### src/rtl/mem_utils.sv
// ============================================================================
//  Module      : mem_utils (package)
//  Description : Shared memory-path types: read-return owner and store sizes.
//  Revision    : 1.0 - initial release
// ============================================================================
`default_nettype none

package mem_utils;

  typedef enum logic [1:0] {
    OWNER_NONE = 2'd0,
    OWNER_CORE = 2'd1,
    OWNER_DBG  = 2'd2
  } arb_owner_e;

  // Store-size encoding shared by lsu, data_memory and the arbiter.
  typedef enum logic [1:0] {
    SIZE_BYTE = 2'd0,
    SIZE_HALF = 2'd1,
    SIZE_WORD = 2'd2
  } store_size_e;

endpackage

`default_nettype wire

### src/rtl/arb_starve_counter.sv
// ============================================================================
//  Module      : arb_starve_counter
//  Description : Saturating count of consecutive refused debug cycles; flags
//                when the debug port must be forced through.
//  Revision    : 1.0 - initial release
// ============================================================================
`default_nettype none

module arb_starve_counter
  import mem_utils::*;
#(
  parameter int MAX_WAIT = 4
) (
  input  logic clk,
  input  logic rst,
  input  logic i_req,
  input  logic i_grant,
  output logic o_force
);

  localparam logic [3:0] c_MAX_WAIT = 4'(MAX_WAIT);

  logic [3:0] r_count;

  always_ff @(posedge clk or posedge rst) begin
    if (rst) begin
      r_count <= 4'd0;
    end else if (!i_req || i_grant) begin
      r_count <= 4'd0;
    end else if (r_count != c_MAX_WAIT) begin
      r_count <= r_count + 4'd1;
    end
  end

  assign o_force = (r_count == c_MAX_WAIT);

endmodule

`default_nettype wire

### src/rtl/data_mem_arbiter.sv
// ============================================================================
//  Module      : data_mem_arbiter
//  Description : Core-priority arbiter sharing data_memory between the LSU and
//                a debug/DMA port. Optional starvation guard is enabled by
//                defining DATA_MEM_ARB_STARVE_GUARD_EN.
//  Revision    : 1.0 - initial release
// ============================================================================
`default_nettype none

module data_mem_arbiter
  import mem_utils::*;
#(
  parameter int MAX_WAIT = 4
) (
  input  logic        clk,
  input  logic        rst,
  input  logic        core_read_en,
  input  logic        core_write_en,
  input  logic [31:0] core_addr,
  input  logic [1:0]  core_store_size,
  input  logic [31:0] core_write_data,
  output logic        core_grant,
  output logic        core_stall,
  output logic [31:0] core_read_data,
  output logic        core_read_valid,
  input  logic        dbg_req,
  input  logic        dbg_we,
  input  logic [31:0] dbg_addr,
  input  logic [1:0]  dbg_store_size,
  input  logic [31:0] dbg_write_data,
  output logic        dbg_grant,
  output logic [31:0] dbg_read_data,
  output logic        dbg_read_valid,
  output logic        mem_read_en,
  output logic        mem_write_en,
  output logic [31:0] mem_addr,
  output logic [1:0]  mem_store_size,
  output logic [31:0] mem_write_data,
  input  logic [31:0] mem_read_data
);

  logic       w_core_req;
  logic       w_dbg_req;
  logic       w_dbg_win;
  arb_owner_e r_rd_owner;
  arb_owner_e w_owner_nxt;

  // Requests are masked during reset so no grant or enable can leak out.
  assign w_core_req = (core_read_en | core_write_en) & ~rst;
  assign w_dbg_req  = dbg_req & ~rst;

`ifdef DATA_MEM_ARB_STARVE_GUARD_EN
  logic w_force;

  arb_starve_counter #(
    .MAX_WAIT (MAX_WAIT)
  ) u_starve_counter (
    .clk     (clk),
    .rst     (rst),
    .i_req   (w_dbg_req),
    .i_grant (dbg_grant),
    .o_force (w_force)
  );

  assign w_dbg_win = w_dbg_req & w_force;
`else
  assign w_dbg_win = 1'b0;
`endif

  assign core_grant = w_core_req & ~w_dbg_win;
  assign dbg_grant  = w_dbg_req & (~w_core_req | w_dbg_win);
  assign core_stall = w_core_req & ~core_grant;

  // A core cycle with both enables set is a store.
  always_comb begin
    mem_read_en    = 1'b0;
    mem_write_en   = 1'b0;
    mem_addr       = 32'd0;
    mem_store_size = 2'd0;
    mem_write_data = 32'd0;
    w_owner_nxt    = OWNER_NONE;
    if (core_grant) begin
      mem_read_en    = ~core_write_en;
      mem_write_en   = core_write_en;
      mem_addr       = core_addr;
      mem_store_size = core_store_size;
      mem_write_data = core_write_data;
      w_owner_nxt    = core_write_en ? OWNER_NONE : OWNER_CORE;
    end else if (dbg_grant) begin
      mem_read_en    = ~dbg_we;
      mem_write_en   = dbg_we;
      mem_addr       = dbg_addr;
      mem_store_size = dbg_store_size;
      mem_write_data = dbg_write_data;
      w_owner_nxt    = dbg_we ? OWNER_NONE : OWNER_DBG;
    end
  end

  always_ff @(posedge clk or posedge rst) begin
    if (rst) begin
      r_rd_owner <= OWNER_NONE;
    end else begin
      r_rd_owner <= w_owner_nxt;
    end
  end

  assign core_read_valid = (r_rd_owner == OWNER_CORE);
  assign dbg_read_valid  = (r_rd_owner == OWNER_DBG);
  assign core_read_data  = core_read_valid ? mem_read_data : 32'd0;
  assign dbg_read_data   = dbg_read_valid  ? mem_read_data : 32'd0;

endmodule

`default_nettype wire

### config.mk
export PLATFORM = sky130hd
export DESIGN_NAME = data_mem_arbiter
export DESIGN_NICKNAME = d
export VERILOG_FILES = /design/src/rtl/mem_utils.sv /design/src/rtl/arb_starve_counter.sv /design/src/rtl/data_mem_arbiter.sv
export SDC_FILE = /design/constraint.sdc
export NUM_CORES = 1
export LEC_CHECK = 0
export CORE_AREA = 4 4 118 120
export CTS_CLUSTER_DIAMETER = 60
export DETAILED_ROUTE_END_ITERATION = 12
export DIE_AREA = 0 0 122 124
export DONT_BUFFER_PORTS = 1
export GPL_TIMING_DRIVEN = 0
export PLACE_DENSITY = 0.42
export SYNTH_ARGS = -nofsm -noshare
export SYNTH_HDL_FRONTEND = slang
export SYNTH_HIERARCHICAL = 1
export SYNTH_SLANG_ARGS = --single-unit
### constraint.sdc
create_clock -name clk -period 1.25 [get_ports clk]
set_input_delay 0.3125 -clock clk [delete_from_list [all_inputs] [get_ports clk]]
set_output_delay 0.3125 -clock clk [all_outputs]
set_load 0.05 [all_outputs]
# Word level (Yosys, flattened, before mapping)
# Cells that the tools add are included.
# totals
register_bits	2
input_bits	170
elab_cells	27
output_inout_bits	137
# op_classes
eq_ne	2
n_bitwise	8
mux	16
# ops
operator	n
$mux 32	6
$mux 2	5
$mux 1	5
$not 1->1	4
$and 1x1->1	3
$eq 2x1->1 const B	1
$eq 2x2->1 const B	1
$or 1x1->1	1

# Longest topological paths before layout
# Gate-level depths: netlist of run 1.
# depth
word_depth	6
mapped_depth	5
mapped_depth_nobuf	2

# Worst setup path before layout of run 1
# Ideal clock, no wire load.
# synth_path
kind	in2out
startpoint	input port core_read_en
endpoint	output port mem_addr[10]
path_buffers	2
setup_slack_ns	-0.645
arrival_time_ns	1.582
cell_stages	4
required_time_ns	0.938
cell_sequence	buf_4 > clkbuf_1 > nand4bb_1 > a21oi_1
# synth_via
elab_chain_len	6
# synth_rtl
item	line	source
from (decl)	data_mem_arbiter.sv:17	input logic core_read_en,
$or 1x1->1 *	data_mem_arbiter.sv:49	assign w_core_req = (core_read_en | core_write_en) & ~rst;
$and 1x1->1 *	data_mem_arbiter.sv:49	
$not 1->1	--	
$and 1x1->1	data_mem_arbiter.sv:71	assign dbg_grant = w_dbg_req & (~w_core_req | w_dbg_win);
$mux 32	data_mem_arbiter.sv:89	end else if (dbg_grant) begin
$mux 32 *	data_mem_arbiter.sv:82	if (core_grant) begin
to (decl)	data_mem_arbiter.sv:36	output logic [31:0] mem_addr,
# Every way passes the cells marked *; elsewhere a longest branch is shown, timed or not.

# Worst setup path after layout of run 1
# layout_path
startpoint	register r_rd_owner[1]
endpoint	output port dbg_read_data[6]
# layout_via
elab_chain_len	2
# layout_rtl
item	line	source
from (decl)	data_mem_arbiter.sv:45	arb_owner_e r_rd_owner;
from (signal assigned)	data_mem_arbiter.sv:103	r_rd_owner <= w_owner_nxt;
$eq 2x2->1	data_mem_arbiter.sv:108	assign dbg_read_valid = (r_rd_owner == OWNER_DBG);
$mux 32	data_mem_arbiter.sv:110	assign dbg_read_data = dbg_read_valid ? mem_read_data : 32'd0;
to (decl)	data_mem_arbiter.sv:32	output logic [31:0] dbg_read_data,
# Every way passes these cells.

==> results of run 1 <==
==> path summary, 6_finish.rpt <==
path | startpoint | end | slack, ps | depth (start not counted)
worst max-delay path | r_rd_owner[1] | dbg_read_data[6] | -390 | 4
min in group clk | dbg_we | r_rd_owner[1] | 330 | 2
max in group asynchronous | rst | r_rd_owner[1] | 1110 | 2
worst min-delay path | rst | r_rd_owner[0] | 20 | 2
==> layout make-up <==
cell class | count | area share, %
inverter | 3 | 0.219
timing repair buffer | 37 | 11.7
sequential | 2 | 0.797
multi-input combinational | 274 | 69.5
buffer | 51 | 13.0
clock buffer | 3 | 1.20
tap | 176 | 3.51
==> cells in the mapped netlist <==
cell       number  area, um2
nand4bb_1      66        743
buf_6           4       45.0
inv_1           2       7.51
a21oi_1        67        335
a211oi_2        1       12.5
nor4_4          1       21.3
o21ai_1        66        330
conb_1          1       3.75
dfrtp_1         2       50.1
buf_2          24        120
nor2b_1         2       12.5
inv_2           1       3.75
buf_1           1       3.75
and2_1         64        400
clkbuf_1       13       48.8
and3_1          1       6.26
buf_4          10       75.1
nor2_1          2       7.51
nand2b_2        1       8.76
nor3_1          1       5.00
nand3b_1        1       7.51
==> cell families (layout without fill, tap and decap cells) <==
kind of cell	Yosys count	after routing
flip-flops	2	2
buffers and inverters	55	94
AO/OA/AOI/OAI	134	134
AND/OR/NAND/NOR	139	139
other	1	1
==> metrics by stage <==
| stage | std cells | power (mW) |
|---|---|---|
| after CTS | 532 | 2.75 |
| after detailed placement | 507 | 1.93 |
| after global placement | 507 | 1.91 |
| after global routing | 546 | 3.11 |
| final | 546 | 3.00 |
| after floorplan | 331 | 1.75 |
==> metal layers <==
layer,GRT usage [%],wire [um]
met5,0,0
met4,1.26,77
met3,4.59,1310
met2,31.3,7970
met1,17.3,5080
==> timing repair <==
action | 4_1_cts | 5_1_grt
gates resized for setup | 106 | 106
setup buffers | 12 | 4
endpoints found under the hold margin | 0 | 0
pin swaps | 101 | 100
cloned | 10 | 13
setup endpoints to repair | 136 | 136
==> where the power goes <==
group,internal (mW),switching (mW),leakage [nW]
logic,1.03,1.42,1.80
clock network,0.407,0.0748,0.0370
registers,0.0670,0.00178,0.0273
total,1.51,1.49,1.87
==> results_dict.tcl, run 1 <==
set metrics [dict create \
    syn_inst 331 \
    final_common_cell "a21oi_4" \
    preCtsSetupSlack_ps -404 \
    cts_buffer_depth 2 \
    first_global_vias 2960 \
    yosysUniqueCellTypes 21 \
    ctsHoldBuffers 0 \
    regMostFlops "r_rd_owner" \
    drt-total-wl_um 14400 \
    nets 542 \
    core_area_um2 13000 \
    layout-drive-gt1-share_pct 96.5 \
    required_ps 940 \
    port_buffers 0 \
    drv_slew 0 \
    synth_compound_area_share_pct 30.2 \
    maxCapViolations 0 \
    diodes 0 \
    largest_register_ffs 2 \
    largestRegisters "r_rd_owner x2" \
    yosys.area_share.simple_pct 53.9 \
    vias_per_cell 5.27 \
    synth_xor_area_share_pct 0 \
    fmax_mhz 609 \
    fin_area_um2 6280 \
    cp_num_buf_inv 2 \
    grt_max_degree 12 \
    min_period_ps 1640 \
    syn-num-nets 501 \
    setup_tns_ps -40140 \
    start_util_pct 17.3 \
    yosysSeqAreaShare_pct 2.23 \
    fp-row-count 42 \
    p_leak_nw 1.87 \
    nFillCells 1113 \
    crit_family "simple AND/OR/NAND/NOR gates" \
    vias 2879 \
    setup_viol 136 \
    avgSynthCellArea_um2 6.79 \
    dr.pass1.iters 3 \
    outcome "finished with violations" \
    die_h_um 124 \
    crit_chain "nor2b_4 -> buf_12 -> buf_8 -> and2_4" \
    path_class "reg -> out" \
    mostFrequentLayoutCells "67 x a21oi_4, 66 x nand4bb_4, 64 x and2_4, 31 x o21ai_2, 29 x o21ai_4" \
    violations "negative setup slack" \
    regArea_um2 50.0 \
    drc 0 \
    drtIter0Drc 54 \
    ir_worst_vdd_mv 0.288 \
    clock-sinks 2 \
    critPathMaxFanout 10 \
    clk_pin_slew_ps 30 \
    h-tree-depth 1 \
    setup_slack_ps -392 \
    grt.overflow.total 0 \
    antenna_found_initial 0 \
    power_per_cell_area_nw_per_um2 478 \
    area_growth_pct 179 \
    postPlaceCellArea_um2 4320 \
    cts_inserted_buffers 3 \
    ys_seq_elements 2 \
    rsz0062_at_grt "true" \
    multi_input_comb_area_um2 4370 \
    gp_congestion 0.725 \
    muxShareOfSynthArea_pct 0 \
    yosys_warnings 6 \
    synth_top_family_by_area "simple AND/OR/NAND/NOR gates" \
    slowest_delay_ps 370 \
    die_w_um 122 \
    ant_nets 0 \
    root_buffer "clkbuf_16" \
    critPathSlowestCell "dfrtp_1" \
    grt_pass1_wl_um 18500 \
    dpl.hpwl_um 10300 \
    slew_headroom_pct 58.3 \
    syn_area_um2 2250 \
    crit_path_start_kind "flop" \
    wl_per_cell_um 26.4 \
    crit_arrival_ps 1330 \
    fp.dieArea_um2 15100 \
    hold_slack_ps 18.2 \
    grt_usage_pct 15.8 \
    finalHoldViolCount 0 \
    hp-class "in -> async" \
    cp-end-kind "output port" \
    worst_slew_pin_slew_ps 624 \
    synthAdderAreaFrac_pct 0 \
    cts_tree "built" \
    min_period_over_period_pct 131 \
    io_pins 307 \
    final_util_pct 48.4 \
]
Power figures use the tool's default switching activity.
==> run 2, diff against run 1 <==
==> constraint.sdc (replaced) <==
create_clock -name clk -period 1.25 [get_ports clk]
set_input_delay 0.125 -clock clk [delete_from_list [all_inputs] [get_ports clk]]
set_output_delay 0.125 -clock clk [all_outputs]
set_load 0.05 [all_outputs]
==> run 2 against run 1 <==
- the flow still finishes with violations (negative setup slack)
- critical path depth unchanged
- flip-flop and latch count did not move
- cell count down 4.6%
- combinational power down 26%
- clock-buffer cell count unchanged
- clock power up 2%
- largest cell class unchanged
- highest routed layer unchanged
==> results_dict.tcl, run 2 (same netlist as run 1, synthesis figures left out) <==
set metrics [dict create \
    outcome "finished with violations" \
    violations "negative setup slack" \
    antenna_found_initial 0 \
    ir_worst_vdd_mv 0.309 \
    port_buffers 0 \
    first_global_vias 2826 \
    dpl.hpwl_um 10600 \
    root_buffer "clkbuf_16" \
    start_util_pct 17.3 \
    crit_arrival_ps 1320 \
    largestRegisters "r_rd_owner x2" \
    worst_slew_pin_slew_ps 664 \
    grt_max_degree 12 \
    gp_congestion 0.782 \
    ant_nets 0 \
    fin_area_um2 4340 \
    layout-drive-gt1-share_pct 67.5 \
    seqPwrFrac_pct 2.9 \
    die_h_um 124 \
    switchingPower_mw 1.32 \
    maxCapViolations 0 \
    cts_inserted_buffers 3 \
    critPathMaxFanout 8 \
    p_leak_nw 1.25 \
    min_period_over_period_pct 116 \
    cts_tree "built" \
    final_common_cell "a21oi_4" \
    vias_per_cell 5.41 \
    wl_per_cell_um 26.2 \
    final_util_pct 33.5 \
    fp-row-count 42 \
    hp-class "in -> reg" \
    required_ps 1120 \
    setup_tns_ps -10060 \
    dr.pass1.iters 4 \
    crit_path_start_kind "flop" \
    clk_pin_slew_ps 30 \
    io_pins 307 \
    min_period_ps 1450 \
    grt_usage_pct 15.4 \
    clock-sinks 2 \
    cp-end-kind "output port" \
    drc 0 \
    min_path_cells 2 \
    grt_pass1_wl_um 17900 \
    mostFrequentLayoutCells "67 x a21oi_4, 66 x o21ai_1, 64 x and2_4, 37 x nand4bb_1, 29 x nand4bb_4" \
    fmax_mhz 690 \
    h-tree-depth 1 \
    cts_buffer_depth 2 \
    slew_headroom_pct 55.6 \
    p_clk_share_pct 20.9 \
    swShare_pct 55.7 \
    drtIter0Drc 90 \
    power_per_cell_area_nw_per_um2 545 \
    vias 2820 \
    largest_register_ffs 2 \
    nets 517 \
    p_comb_share_pct 76.2 \
    final_cells 521 \
    p_int_mw 1.05 \
    drt-total-wl_um 13600 \
    area_growth_pct 93.2 \
    postPlaceCellArea_um2 2830 \
    fp.dieArea_um2 15100 \
    setup_slack_ps -199 \
    grt.overflow.total 0 \
    core_area_um2 13000 \
    die_w_um 122 \
    path_class "reg -> out" \
    rsz0062_at_grt "true" \
    diodes 0 \
    power_mw 2.37 \
    setup_viol 64 \
    finalHoldViolCount 0 \
    regMostFlops "r_rd_owner" \
    place_inst 507 \
    drv_slew 0 \
]
[run 2: critical path, cell delays in order, from the launching register on]
cell and delay [ps]:
dfrtp_1 370, nor2b_4 180, buf_12 140, buf_12 150, and2_4 250
[run 2: power by group through the flow]
stage / Clock (mW) / Combinational [mW] / Sequential (mW)
after global routing: 0.510 / 1.88 / 0.0692
after CTS: 0.502 / 1.72 / 0.0688
final: 0.494 / 1.81 / 0.0688
after floorplan: 0 / 1.22 / 0.0682
after detailed placement: 0 / 1.38 / 0.0684
after global placement: 0 / 1.37 / 0.0683
[run 2: routing by layer]
metal | part of all wire, % | up-vias | global-route usage (%)
met1 | 34 | 1382 | 15.8
met2 | 55 | 173 | 30.8
met4 | 0.94 | 0 | 3.01
li1 | - | 1251 | -
met3 | 9.4 | 14 | 4.36
met5 | 0 | - | 0
[run 2: worst paths after layout]
kind,startpoint,to,slack [ps]
worst max-delay path,r_rd_owner[1],dbg_read_data[24],-200
worst min-delay path,dbg_we,r_rd_owner[1],140
max in group asynchronous,rst,r_rd_owner[1],720
min in group asynchronous,rst,r_rd_owner[0],410
[run 2: area by class of cell]
type	count	area [um2]
buffer	52	487
clock buffer	3	75.1
fill	1330	8640
inverter	3	11.3
multi-input combinational	274	3320
sequential	2	50.0
tap	176	220
timing repair buffer	11	185
[run 2: timing repair]
action	in CTS	in global routing
endpoints found under the setup margin	136	117
buffers inserted	1	4
hold endpoints to repair	2	0
gates cloned	2	3
hold buffers	1	0
pin swaps	100	38
gates resized for setup	188	37
[run 2: metrics by stage]
| stage | setup slack, ps | hold WS (ps) |
|---|---|---|
| global placement | -263 | 159 |
| CTS | -202 | 140 |
| global route | -267 | 155 |
| floorplan | 10.7 | 43.3 |
| finish | -199 | 142 |
| detailed placement | -281 | 165 |
